`src/rtl/muladd_pkg.sv`:
```
// Shared types and sizing helpers for the multiply-add PE scheduler.
package muladd_pkg;

    localparam int DW_DEF    = 32;
    localparam int K_MAX_DEF = 256;
    localparam int T_MAX_DEF = 256;

    typedef enum logic [1:0] {
        IDLE  = 2'd0,
        ISSUE = 2'd1,
        DRAIN = 2'd2,
        OUT   = 2'd3
    } seq_state_e;

    // Width of a counter that must be able to hold the value max_v itself.
    function automatic int cnt_w(input int max_v);
        return $clog2(max_v + 1);
    endfunction

endpackage

```
`src/rtl/muladd_seq.sv`:
```
// Dot-product job scheduler: gates operand beats into the PE, captures the result.
// Optional stall counter output perf_stall_o is built when MULADD_SEQ_STALL_CNT_EN is defined.
module muladd_seq
    import muladd_pkg::*;
#(
    parameter int DW    = DW_DEF,
    parameter int K_MAX = K_MAX_DEF,
    parameter int T_MAX = T_MAX_DEF
) (
    input  logic                      clk_pe,
    input  logic                      rst_n,
    input  logic                      start_i,
    input  logic [cnt_w(K_MAX)-1:0]   cfg_k_i,
    input  logic [cnt_w(T_MAX)-1:0]   cfg_t_i,
    output logic                      busy_o,
    output logic                      done_o,
    output logic                      err_o,
    input  logic                      vec_valid_i,
    output logic                      vec_ready_o,
    output logic                      pe_en_o,
    output logic                      pe_clr_o,
    output logic                      pe_last_o,
    input  logic                      pe_result_valid_i,
    input  logic [DW-1:0]             pe_result_i,
    output logic                      result_valid_o,
    input  logic                      result_ready_i,
`ifdef MULADD_SEQ_STALL_CNT_EN
    output logic [31:0]               perf_stall_o,
`endif
    output logic [DW-1:0]             result_payload_o
);

    localparam int KW = cnt_w(K_MAX);
    localparam int TW = cnt_w(T_MAX);

    seq_state_e      state_q, state_d;
    logic [KW-1:0]   k_q, k_d;
    logic [TW-1:0]   t_q, t_d;
    logic [KW-1:0]   beat_cnt_q, beat_cnt_d;
    logic [TW-1:0]   tile_cnt_q, tile_cnt_d;
    logic [DW-1:0]   payload_q, payload_d;
    logic            err_q, err_d;
    logic            done_q, done_d;
    logic            start_acc;
    logic            vec_ready;
    logic            last_beat;

    assign start_acc = (state_q == IDLE) && start_i && (cfg_k_i != '0) && (cfg_t_i != '0);
    assign vec_ready = (state_q == ISSUE);
    assign last_beat = (beat_cnt_q == k_q - 1'b1);

    always_comb begin
        // NOTE: every next-state variable gets a default first so no latch is inferred.
        state_d    = state_q;
        k_d        = k_q;
        t_d        = t_q;
        beat_cnt_d = beat_cnt_q;
        tile_cnt_d = tile_cnt_q;
        payload_d  = payload_q;
        err_d      = err_q;
        done_d     = 1'b0;

        case (state_q)
            IDLE: begin
                if (start_acc) begin
                    k_d        = cfg_k_i;
                    t_d        = cfg_t_i;
                    beat_cnt_d = '0;
                    tile_cnt_d = '0;
                    err_d      = 1'b0;
                    state_d    = ISSUE;
                end
            end
            ISSUE: begin
                if (vec_valid_i) begin
                    if (last_beat) begin
                        beat_cnt_d = '0;
                        state_d    = DRAIN;
                    end else begin
                        beat_cnt_d = beat_cnt_q + 1'b1;
                    end
                end
            end
            DRAIN: begin
                if (pe_result_valid_i) begin
                    payload_d = pe_result_i;
                    state_d   = OUT;
                end
            end
            OUT: begin
                if (result_ready_i) begin
                    tile_cnt_d = tile_cnt_q + 1'b1;
                    if (tile_cnt_q == t_q - 1'b1) begin
                        done_d  = 1'b1;
                        state_d = IDLE;
                    end else begin
                        state_d = ISSUE;
                    end
                end
            end
            default: state_d = IDLE;
        endcase

        // A stray strobe wins over the clear of an accepted start in the same cycle.
        if (pe_result_valid_i && (state_q != DRAIN)) begin
            err_d = 1'b1;
        end
    end

    // NOTE: state is updated with non-blocking assignments so all registers see pre-edge values.
    always_ff @(posedge clk_pe or negedge rst_n) begin
        if (!rst_n) begin
            state_q    <= IDLE;
            k_q        <= '0;
            t_q        <= '0;
            beat_cnt_q <= '0;
            tile_cnt_q <= '0;
            payload_q  <= '0;
            err_q      <= 1'b0;
            done_q     <= 1'b0;
        end else begin
            state_q    <= state_d;
            k_q        <= k_d;
            t_q        <= t_d;
            beat_cnt_q <= beat_cnt_d;
            tile_cnt_q <= tile_cnt_d;
            payload_q  <= payload_d;
            err_q      <= err_d;
            done_q     <= done_d;
        end
    end

`ifdef MULADD_SEQ_STALL_CNT_EN
    logic [31:0] stall_q, stall_d;
    logic        stall_evt;

    assign stall_evt = ((state_q == ISSUE) && !vec_valid_i) ||
                       ((state_q == OUT) && !result_ready_i);

    always_comb begin
        stall_d = stall_q;
        if (start_acc) begin
            stall_d = '0;
        end else if (stall_evt && (stall_q != '1)) begin
            stall_d = stall_q + 1'b1;
        end
    end

    always_ff @(posedge clk_pe or negedge rst_n) begin
        if (!rst_n) begin
            stall_q <= '0;
        end else begin
            stall_q <= stall_d;
        end
    end

    assign perf_stall_o = stall_q;
`endif

    // Beat qualifiers are combinational so the PE samples them with the operand data.
    assign busy_o           = (state_q != IDLE);
    assign done_o           = done_q;
    assign err_o            = err_q;
    assign vec_ready_o      = vec_ready;
    assign pe_en_o          = vec_valid_i & vec_ready;
    assign pe_clr_o         = pe_en_o & (beat_cnt_q == '0);
    assign pe_last_o        = pe_en_o & last_beat;
    assign result_valid_o   = (state_q == OUT);
    assign result_payload_o = payload_q;

endmodule

```
`config.mk`:
```
export PLATFORM = sky130hd
export DESIGN_NAME = muladd_seq
export DESIGN_NICKNAME = d
export VERILOG_FILES = /design/src/rtl/muladd_pkg.sv /design/src/rtl/muladd_seq.sv
export SDC_FILE = /design/constraint.sdc
export NUM_CORES = 1
export LEC_CHECK = 0
export ABC_AREA = 1
export CAP_MARGIN = 0
export CORE_MARGIN = 2
export CORE_UTILIZATION = 64
export DETAILED_ROUTE_END_ITERATION = 16
export DONT_BUFFER_PORTS = 1
export PLACE_DENSITY_LB_ADDON = 0.15
export SLEW_MARGIN = 5
export SYNTH_ARGS = -nofsm -noshare
export SYNTH_HDL_FRONTEND = slang
export SYNTH_SLANG_ARGS = --single-unit
```
`constraint.sdc`:
```
create_clock -name clk_pe -period 3.1 [get_ports clk_pe]
set_input_delay 0.62 -clock clk_pe [delete_from_list [all_inputs] [get_ports clk_pe]]
set_output_delay 0.62 -clock clk_pe [all_outputs]
set_load 0.1 [all_outputs]
```
[Yosys cells after proc, flatten, opt, wreduce, memory -nomap -nowiden]
Cells that the tools add are included.
Word-level totals
  register bits after elaboration: 72
  logic and storage cells: 64
Cells by class
  eq/ne operators: 11
  reduce and logical (&&, ||, !) cells: 19
  mux-type cells: 19
  bitwise logic cells: 3
  $add $sub $neg: 4
Operators by type and width (count)
  9-bit two-way mux: 4
  9-bit one-hot mux with 2 select lines: 2
  9-bit by 1-bit adder with 9-bit output, second input constant: 2
  9-bit equality test: 2
  9-bit nonzero test: 2
  9-bit by 1-bit subtractor with 9-bit output, second input constant: 2
  2-bit two-way mux: 5
  2-bit nonzero test: 5
  9-bit zero test: 1
  2-bit != test, second input constant: 4
  2-bit one-hot mux with 4 select lines: 1
  1-bit two-way mux: 7
  2-bit AND reduction: 3
  3-bit AND reduction: 2
  5-bit AND reduction: 1
  2-bit equality test, second input constant: 2
  1-bit logical AND: 4
  2-bit by 1-bit != test with 1-bit output, second input constant: 2
  1-bit bitwise AND: 3
  2-bit by 1-bit equality test with 1-bit output, second input constant: 1
  2-bit zero test: 1

[Logic depth before layout (Yosys ltp)]
  depth after elaboration: 7
  mapped depth: 14
  mapped depth without buffers: 14

[Worst setup path before layout]
No wires, ideal clock.
  kind: reg-to-output
  from: register state_q[1]
  to: output port pe_clr_o
  slack: -1.255 ns
  cell stages (with the launch flop): 5
  arrival time: 3.735 ns
  path through: dfrtp_1 > inv_1 > ha_1 > nand2_1 > nor3_1
Between the ends
  longest elaborated chain between the ends: 3
RTL lines
  start, declared: line muladd_seq.sv:36  | seq_state_e state_q, state_d;
  start signal, assigned: line muladd_seq.sv:122  | state_q <= state_d;
  2-bit by 1-bit equality test with 1-bit output: line muladd_seq.sv:49  | assign vec_ready = (state_q == ISSUE);
  named net vec_ready_o: line muladd_seq.sv:19  | output logic vec_ready_o,
  1-bit bitwise AND: line muladd_seq.sv:165  | assign pe_en_o = vec_valid_i & vec_ready;
  1-bit bitwise AND: line muladd_seq.sv:166  | assign pe_clr_o = pe_en_o & (beat_cnt_q == '0);
  end, declared: line muladd_seq.sv:21  | output logic pe_clr_o,
The timed path passes the listed nets, and every way through them passes these cells.

[Worst setup path in the final report]
  from: register k_q[0]
  to: output port pe_last_o
Between the ends
  longest elaborated chain between the ends: 3
RTL lines
  start, declared: line muladd_seq.sv:37  | logic [KW-1:0] k_q, k_d;
  start signal, assigned: line muladd_seq.sv:123  | k_q <= k_d;
  9-bit by 1-bit subtractor with 9-bit output: line muladd_seq.sv:50  | assign last_beat = (beat_cnt_q == k_q - 1'b1);
  9-bit equality test: line muladd_seq.sv:50
  1-bit bitwise AND: line muladd_seq.sv:167  | assign pe_last_o = pe_en_o & last_beat;
  end, declared: line muladd_seq.sv:22  | output logic pe_last_o,
No other way between the ends.

==> key figures <==
Run status
  – Status: finished clean

STA
  – Final Max Slew Viols: 0
  – Max Freq: 348.4 MHz
  – Worst slew pin tran: 0.9489 ns
  – Fin. Hold Viols: 0
  – Worst clock skew: 0.009797 ns
  – Post-route worst setup slack: 0.2297 ns
  – Shortest period the worst path allows: 2.870 ns
  – Final Setup Violations: 0
  – RSZ-0062 raised after global routing: no
  – Relative slew slack: 0.3674
  – Final period util: 0.9259

CTS
  – TritonCTS buffer count: 9
  – Root Buffer: clkbuf_8
  – Clk sinks: 72
  – Worst-case clock buffer depth: 2
  – Post-CTS Setup Inserts: 0
  – CTS tree: yes
  – Worst-skew pair later-pin latency: 0.35 ns
  – H-tree levels: 3
  – Clock Pin Slew Worst Setup and Hold Paths: 0.08 ns

Floorplan
  – Starting Density: 0.6617
  – Die Y: 82.24 µm
  – Row count: 28
  – Core area: 5921 µm²
  – Die ar.: 6763 µm²
  – IO Pins: 96
  – Die X-Extent: 82.24 µm

Yosys
  – Simple-gate share of the synthesized area: 0.2603
  – Largest family of logic cells by synthesized area: simple AND/OR/NAND/NOR gates
  – Mapped Area: 3918 µm²
  – Async SR Flop Fraction: 1.000
  – Synth warn: 0
  – Synth top area share: 0.4599
  – Sequential fraction of the synthesis area: 0.4599
  – Mapped Nets: 526
  – Mux contribution to synthesized area: 0.09198
  – Xor and xnor area share after synthesis: 0.04376
  – Post-synth top area cell: dfrtp_1
  – Primary FF master, synth: dfrtp_1
  – Synth Area in Compound Gates: 0.04887
  – Number of distinct library cells after synthesis: 34
  – Synth Area in Adders: 0.03194
  – Synthesis-stage register bit count: 72
  – Syn Inst Count: 460
  – Post-synth EDFFs: 0
  – Top post-synthesis cells by area: dfrtp_1, nand2_1, mux2_2
  – Syn_area_per_cell: 8.516 µm²

Detailed routing
  – Vias per std cell: 5.447
  – Drt first pass iters: 4
  – DRC: 0
  – Vias: 3007
  – Wire length per cell: 14.77 µm
  – Post-Route WL: 8.155 mm
  – Number of nets with antenna violations after routing: 0
  – Initial DRC Count: 90

Setup path
  – Worst R2R Start: state_q[0]
  – Startpoint types: flop
  – Arr. time, crit path: 2.25 ns
  – Slack of the worst reg-to-reg path: 0.90 ns
  – Register-to-Register Path Depth: 8
  – R2r endpoint: t_q[5]
  – Worst EP required: 2.48 ns
  – Critical path capture point type: primary output
  – CP max FO: 6
  – Crit Path Class: reg2out

Place
  – Inst Count DP: 536
  – HPWL after DPL: 6.036 mm
  – Pre-CTS setup slack: 0.6479 ns
  – Port bufs: 0
  – RePlAce Congestion: 0.9173

Final layout
  – Most frequent cells in the layout: nand2_1, dfrtp_1, inv_1, nor2_1, mux2_2
  – Layout Cells excl Fill: 552
  – Most common cell after layout, fill and taps aside: nand2_1
  – Nets: 539
  – Area growth, synth to finish: 10.57%
  – Layout cells sized above 1: 0.1593
  – Diode count: 0
  – FILL cells: 484

GRT
  – Initial antenna violation count: 0
  – GRT overflow: 0
  – Vias in the first global route: 2993
  – All-Layer GR Usage: 0.2587
  – First-pass GRT wire length: 13.12 mm
  – Largest net degree at the start of global routing: 73

Worst hold path
  – HP Class: in2async

Flow run
  – Max-Cap Viols: 0
cells in the mapped netlist, types with 3 or more instances:
cell type and instances:
a21oi_1 5, buf_2 4, dfrtp_1 72, ha_1 10, inv_1 52, mux2_2 32, nand2_1 132, nand2_2 3
nand2_4 4, nand3_1 24, nand4_1 8, nor2_1 41, nor3_1 9, o21ai_0 19, o31ai_1 7, xnor2_1 10
xor2_1 7
final cells by class:
cell class,count,area [µm²],area share
flip-flops and latches,72,1802,0.4159
well taps,75,93.84,0.02166
repair buffers,9,125.1,0.02889
clock inverters,6,92.59,0.02137
clock buffers,9,123.9,0.02860
inverters,56,212.7,0.04910
multi-input cells,325,1882,0.4344
timing repair:
action / in CTS / in global routing
resized for setup: 0 / 0
hold endpoints to repair: 72 / 0
hold buffers: 1 / 0
critical path: stages, from the launching register on:
cell and delay, ns:
dfrtp_1 0.40, inv_1 0.18, ha_1 0.28, inv_1 0.06
nand2_1 0.07, nand3_1 0.08, nand2_1 0.07, nand3_1 0.07
nor2_1 0.12, nand3_2 0.19, nor2_2 0.19, buf_12 0.19
through the flow:
stage	util	hold WS, ns	area, µm²	setup TNS (ns)
global route	0.7316	0.1580	4332	0
CTS	0.7316	0.1488	4332	0
global placement	0.6904	0.3255	4088	0
detailed placement	0.6904	0.3254	4088	0
finish	0.7316	0.1416	4332	0
floorplan	-	0.3244	3931	-0.2232
cells by family after synthesis:
logic type / after synthesis
simple gates: 231
flops: 72
fa+ha+maj: 10
buf+inv: 63
compound gates: 34
mux: 32
xor+xnor: 18
worst max-delay path by stage:
stage          startpoint         to  slack, ns  cells after the start
3_5_place_dp       k_q[0]  pe_last_o       0.65                     11
3_3_place_gp       k_q[0]  pe_last_o       0.70                     11
5_1_grt            k_q[0]  pe_last_o       0.03                     11
6_report           k_q[0]  pe_last_o       0.23                     11
4_1_cts            k_q[0]  pe_last_o       0.23                     11
2_1_floorplan  state_q[1]  pe_last_o      -0.12                      4
registers in the layout (all words and copies together) (netlist names):
name / count
beat_cnt_q: 9
done_o: 1
err_o: 1
k_q: 9
result_payload_o: 32
state_q: 2
t_q: 9
tile_cnt_q: 9
layer usage:
metal / wire length, µm / global-route usage
met3: 587 / 0.08043
met1: 3535 / 0.3133
met2: 3882 / 0.4315
met4: 149 / 0.1000
met5: 0 / 0
Power is left out: the tool's default activity adds up to more than one toggle a clock period on the data nets, which glitch-free logic cannot reach.
